<file path="config.mk">
export PLATFORM = sky130hd
export DESIGN_NAME = uart_tx
export DESIGN_NICKNAME = d
export VERILOG_FILES = /design/src/rtl/uart_pkg.sv /design/src/rtl/uart_tx.sv
export SDC_FILE = /design/constraint.sdc
export NUM_CORES = 1
export LEC_CHECK = 0
export ABC_AREA = 1
export CAP_MARGIN = 20
export CORE_MARGIN = 4
export CORE_UTILIZATION = 40
export CTS_CLUSTER_SIZE = 28
export DETAILED_ROUTE_END_ITERATION = 12
export HOLD_SLACK_MARGIN = 0.12
export MAX_ROUTING_LAYER = met4
export PLACE_DENSITY = 0.61
export REMOVE_ABC_BUFFERS = 1
export SKIP_CTS_REPAIR_TIMING = 1
export SLEW_MARGIN = 5
export SYNTH_ARGS = -nofsm -noshare
export SYNTH_HDL_FRONTEND = slang
export SYNTH_SLANG_ARGS = --single-unit
</file>
<file path="constraint.sdc">
create_clock -name i_clk -period 4.8 [get_ports i_clk]
set_clock_uncertainty 0.15 [all_clocks]
set_input_delay 0.96 -clock i_clk [delete_from_list [all_inputs] [get_ports i_clk]]
set_output_delay 0.96 -clock i_clk [all_outputs]
set_load 0.01 [all_outputs]
</file>
<file path="src/rtl/uart_pkg.sv">
// Shared UART definitions: FSM state encoding and oversampling ratio,
// common to the transmitter and the receiver running on the same tick.
package uart_pkg;

  localparam int STATE_W       = 3;
  localparam int TICKS_PER_BIT = 16;

  typedef enum logic [STATE_W-1:0] {
    ST_IDLE   = 3'd0,
    ST_START  = 3'd1,
    ST_DATA   = 3'd2,
    ST_STOP   = 3'd3,
    ST_PARITY = 3'd4
  } uart_state_e;

endpackage

</file>
<file path="src/rtl/uart_tx.sv">
// UART transmitter: start bit, NB_DATA data bits LSB first, optional even
// parity bit (UART_TX_PARITY_EN), stop period of SB_TICK oversampling ticks.
import uart_pkg::*;

module uart_tx #(
  parameter int NB_DATA     = 8,
  parameter int SB_TICK     = 16,
  parameter int NB_TICK_CNT = 5
) (
  input  logic                i_clk,
  input  logic                reset,
  input  logic                i_tick,
  input  logic                i_tx_start,
  input  logic [NB_DATA-1:0]  i_data,
  output logic                o_tx,
  output logic                o_tx_done,
  output logic                o_busy,
  output logic [STATE_W-1:0]  o_state
);

  // Handshake: i_tx_start is a level request, accepted on any edge where the
  // FSM is idle; o_busy covers acceptance through completion, o_tx_done is a
  // single-cycle pulse in the cycle the FSM is back in idle.

  localparam logic [NB_TICK_CNT-1:0] BIT_LAST  = NB_TICK_CNT'(TICKS_PER_BIT - 1);
  localparam logic [NB_TICK_CNT-1:0] STOP_LAST = NB_TICK_CNT'(SB_TICK - 1);
  localparam logic [3:0]             DATA_LAST = 4'(NB_DATA - 1);

  uart_state_e              state_q, state_d;
  logic [NB_TICK_CNT-1:0]   tick_q, tick_d;
  logic [3:0]               bit_q, bit_d;
  logic [NB_DATA-1:0]       shift_q, shift_d;
  logic                     tx_q, tx_d;
  logic                     done_q, done_d;
  logic                     busy_q, busy_d;
`ifdef UART_TX_PARITY_EN
  logic                     parity_q, parity_d;
`endif

  always_comb begin
    state_d  = state_q;
    tick_d   = tick_q;
    bit_d    = bit_q;
    shift_d  = shift_q;
    tx_d     = tx_q;
    done_d   = 1'b0;
    busy_d   = busy_q;
`ifdef UART_TX_PARITY_EN
    parity_d = parity_q;
`endif
    case (state_q)
      ST_IDLE: begin
        tx_d   = 1'b1;
        busy_d = 1'b0;
        // Tick is deliberately ignored here so the start bit gets a full 16.
        if (i_tx_start) begin
          state_d  = ST_START;
          shift_d  = i_data;
          tick_d   = '0;
          bit_d    = '0;
          tx_d     = 1'b0;
          busy_d   = 1'b1;
`ifdef UART_TX_PARITY_EN
          parity_d = ^i_data;
`endif
        end
      end
      ST_START: begin
        if (i_tick) begin
          if (tick_q == BIT_LAST) begin
            state_d = ST_DATA;
            tick_d  = '0;
            bit_d   = '0;
            tx_d    = shift_q[0];
          end else begin
            tick_d = tick_q + NB_TICK_CNT'(1);
          end
        end
      end
      ST_DATA: begin
        if (i_tick) begin
          if (tick_q == BIT_LAST) begin
            tick_d  = '0;
            shift_d = shift_q >> 1;
            if (bit_q == DATA_LAST) begin
`ifdef UART_TX_PARITY_EN
              state_d = ST_PARITY;
              tx_d    = parity_q;
`else
              state_d = ST_STOP;
              tx_d    = 1'b1;
`endif
            end else begin
              bit_d = bit_q + 4'd1;
              tx_d  = shift_d[0];
            end
          end else begin
            tick_d = tick_q + NB_TICK_CNT'(1);
          end
        end
      end
`ifdef UART_TX_PARITY_EN
      ST_PARITY: begin
        if (i_tick) begin
          if (tick_q == BIT_LAST) begin
            state_d = ST_STOP;
            tick_d  = '0;
            tx_d    = 1'b1;
          end else begin
            tick_d = tick_q + NB_TICK_CNT'(1);
          end
        end
      end
`endif
      ST_STOP: begin
        tx_d = 1'b1;
        if (i_tick) begin
          if (tick_q == STOP_LAST) begin
            state_d = ST_IDLE;
            busy_d  = 1'b0;
            done_d  = 1'b1;
          end else begin
            tick_d = tick_q + NB_TICK_CNT'(1);
          end
        end
      end
      default: begin
        state_d = ST_IDLE;
        tx_d    = 1'b1;
        busy_d  = 1'b0;
      end
    endcase
  end

  always_ff @(posedge i_clk) begin
    if (!reset) begin
      state_q  <= ST_IDLE;
      tick_q   <= '0;
      bit_q    <= '0;
      shift_q  <= '0;
      tx_q     <= 1'b1;
      done_q   <= 1'b0;
      busy_q   <= 1'b0;
`ifdef UART_TX_PARITY_EN
      parity_q <= 1'b0;
`endif
    end else begin
      state_q  <= state_d;
      tick_q   <= tick_d;
      bit_q    <= bit_d;
      shift_q  <= shift_d;
      tx_q     <= tx_d;
      done_q   <= done_d;
      busy_q   <= busy_d;
`ifdef UART_TX_PARITY_EN
      parity_q <= parity_d;
`endif
    end
  end

  assign o_tx      = tx_q;
  assign o_tx_done = done_q;
  assign o_busy    = busy_q;
  assign o_state   = state_q;

endmodule

</file>
==> qor.txt <==
Port-buffer cells = 16
Timing-limited maximum frequency = 415 MHz
Count of distinct cell types in the synthesized netlist = 30
Most common library cells after synthesis = 75 x sky130_fd_sc_hd__nand2_1, 22 x sky130_fd_sc_hd__dfxtp_1, 19 x sky130_fd_sc_hd__a21oi_1
Largest net degree at the start of global routing = 18
Die H = 65.4 µm
Number of instances in the synthesized netlist = 198
Cell area power density = 559 nW/µm²
Setup violations, final = 0
Arrival time at the worst endpoint = 1300 ps
Area of the multi-input gates = 778 µm²
Adder and majority gate portion of the synthesized area = 0.0758
Async S/R FF share, synth = 0
Yosys reg bits = 22
Multiplexer area fraction after synthesis = 0
Post-Syn Area per Cell = 6.67 µm²
Clock tree from TritonCTS = built
Syn Std Cell Area = 1320 µm²
Largest family of logic cells by synthesized area = simple AND/OR/NAND/NOR gates
Share of layout cells above drive strength 1 = 0.0798
Fin crit share = 0.502
Top fanout value on the critical path = 5
Fill count = 350
PnR worst setup slack = 2390 ps
Number of slew-limit violations in the final report = 0
Average routed wire per standard cell = 11.2 µm
Hold Path Cell Cnt = 2
Fraction of the mapped netlist area in compound gates = 0.112
Clock root buffer = sky130_fd_sc_hd__clkbuf_4
Type of the setup path with the least slack = register to output pin
Width of the die = 65.4 µm
Area taken by flip-flops and latches = 440 µm²
Antenna Nets Post-Route = 0
Area of the die = 4280 µm²
Number of nets in the layout = 235
Nature of the critical path endpoint = output pin
Category of the worst setup path launch point = register
Ys Warns = 0
Static Leakage = 0.651 nW
Top cell type by total area after synthesis = sky130_fd_sc_hd__dfxtp_1
GRT Util Overall = 0.154
Worst slew slack as a fraction of its limit = 0.652
Number of antenna cells inserted = 0
Synth top area share = 0.334
Maximum buffer depth of the clock tree = 2
DR vias = 1244
Final weighted congestion in routability-driven placement = 0.879
Clock latency on the worst-skew pair = 300 ps
Layout area overhead = 15.8%
IO Count = 18
Crit path time final = 2410 ps
Area fraction in and, or, nand and nor cells after synthesis = 0.392
Drt drc = 0
Number of rows in the core area = 20
Worst stage delay on the critical path = 570 ps
Sink count of the clock tree = 22
Result of the run = finished clean
Routed wire length = 2880 µm
Crit path buffers/inverters = 1
Count of flip-flops with a built-in enable after synthesis = 0
Critical-path top delay cell = sky130_fd_sc_hd__clkdlybuf4s50_1
Clock slew at reported path FFs = 120 ps
Iteration count of the initial detailed-routing pass = 4
Via/cell ratio = 4.84
Sum of negative setup slack = 0 ps
Worst ir drop on vdd = 335 µV
Depth of the critical timing path with buffers and inverters included = 1
Number of DRC markers after the initial detailed-route iteration = 80
Flip-flop cell with the highest count after synthesis = sky130_fd_sc_hd__dfxtp_1
Worst path required time = 3690 ps
Setup repair after global routing missed its margin = false
Core box area = 3100 µm²
Tightest Pin Transition = 522 ps
Cell types occupying the most area after synthesis = sky130_fd_sc_hd__dfxtp_1 33%, sky130_fd_sc_hd__nand2_1 21%, sky130_fd_sc_hd__ha_1 7.6%, sky130_fd_sc_hd__a21oi_1 7.2%, sky130_fd_sc_hd__nor2_1 4.5%
Cell breakdown of the critical path = clkdlybuf4s50_1
Sequential area share after synthesis = 0.334
Xor/xnor cell area share of the yosys netlist = 0.00664
Initial cell density of the core = 0.425
Family of cells with the greatest summed delay on the critical path = buffers and inverters
Final Hold Fails = 0
Global route overflow = 0
Hold/Removal Path Class = register to register
Cells on worst reg2reg path = 10
Via count of the first global-routing pass = 1170
Number of H-tree levels = 1
Total of max-cap violations = 0
Clock buffer count from CTS = 3
Library cell with the highest instance count after synthesis = sky130_fd_sc_hd__nand2_1
DP Wirelength = 2170 µm
Worst slack at placement = 2220 ps
First-pass GRT wire length = 5060 µm
Number of antenna violations at the first check in global routing = 0
[final cells by class]
cell class                 count  area share
clock buffer                   3      0.0147
inverter                      18      0.0475
multi-input combinational    154       0.509
sequential                    22       0.288
tap                           44      0.0360
timing repair buffer          16       0.105
[layer usage]
metal | vias up | share of wire | track usage
li1 | 660 | - | -
met1 | 552 | 0.51 | 0.212
met2 | 30 | 0.44 | 0.225
met3 | 2 | 0.041 | 0.0222
met4 | 0 | 0.0056 | 0.0622
met5 | - | 0 | -
[cells by family after synthesis]
group                    Yosys count
AND/OR/NAND/NOR                  117
AO/OA/AOI/OAI                     27
buffers and inverters             22
flip-flops                        22
adder cells (fa/ha/maj)            8
XOR/XNOR                           1
other                              1
[state kept, by name, indices dropped and copies added (netlist names)]
register / count
o_tx_done: 1
o_busy: 1
tick_q: 5
o_state: 2
bit_q: 4
o_tx: 1
shift_q: 8
[worst min-delay path: stages (launching register included)]
cell and delay (ps):
sky130_fd_sc_hd__dfxtp_1 330, sky130_fd_sc_hd__nand2_1 60, sky130_fd_sc_hd__a21oi_1 60
[per-stage QoR]
| stage | power (W) | hold slack (ps) | instances | util | instance area (µm²) |
|---|---|---|---|---|---|
| after floorplan | 0.000640 | 295 | 194 | - | 1290 |
| after detailed placement | 0.000775 | 308 | 254 | 0.485 | 1510 |
| final | 0.000855 | 325 | 257 | 0.493 | 1530 |
| after global placement | 0.000771 | 303 | 254 | 0.485 | 1510 |
| after global routing | 0.000946 | 347 | 257 | 0.493 | 1530 |
| after CTS | 0.000863 | 328 | 257 | 0.493 | 1530 |
[power breakdown]
group          total [W]  internal (W)  leakage (nW)  switching [W]
registers       0.000255      0.000225         0.179      0.0000295
clock network  0.0000838     0.0000293        0.0138      0.0000546
logic           0.000517      0.000184         0.458       0.000333
total           0.000855      0.000438         0.651       0.000417
[placed cells by master, fill, tap and decap left out]
master	count
sky130_fd_sc_hd__nor2_1	16
sky130_fd_sc_hd__o21a_1	1
sky130_fd_sc_hd__xor2_1	1
sky130_fd_sc_hd__nand2_2	2
sky130_fd_sc_hd__a21oi_2	1
sky130_fd_sc_hd__dfxtp_1	22
sky130_fd_sc_hd__nor3_1	1
sky130_fd_sc_hd__nor3b_1	1
sky130_fd_sc_hd__nand2_1	75
sky130_fd_sc_hd__clkinv_1	1
sky130_fd_sc_hd__nand3_1	9
sky130_fd_sc_hd__nand3_2	1
sky130_fd_sc_hd__o21ai_0	4
sky130_fd_sc_hd__conb_1	1
sky130_fd_sc_hd__nand3_4	1
sky130_fd_sc_hd__ha_1	8
sky130_fd_sc_hd__nand2_4	2
sky130_fd_sc_hd__inv_1	14
sky130_fd_sc_hd__o211ai_1	1
sky130_fd_sc_hd__clkbuf_4	3
sky130_fd_sc_hd__clkinv_4	1
sky130_fd_sc_hd__inv_2	2
sky130_fd_sc_hd__a21oi_1	19
sky130_fd_sc_hd__o21ai_2	1
sky130_fd_sc_hd__nor2_2	2
sky130_fd_sc_hd__or2_2	1
sky130_fd_sc_hd__clkdlybuf4s50_1	16
sky130_fd_sc_hd__and3_1	1
sky130_fd_sc_hd__nand4_1	5
[worst paths after layout]
kind | start | end | slack [ps]
worst min-delay path | shift_q[2]$_SDFFE_PN0P_ | shift_q[2]$_SDFFE_PN0P_ | 320
worst max register to register | o_state[0]$_SDFFE_PN0P_ | o_state[0]$_SDFFE_PN0P_ | 2610
worst max-delay path | o_state[1]$_SDFFE_PN0P_ | o_state[1] | 2390
worst min register to register | shift_q[2]$_SDFFE_PN0P_ | shift_q[2]$_SDFFE_PN0P_ | 320
(Power assumes the default switching activity.)
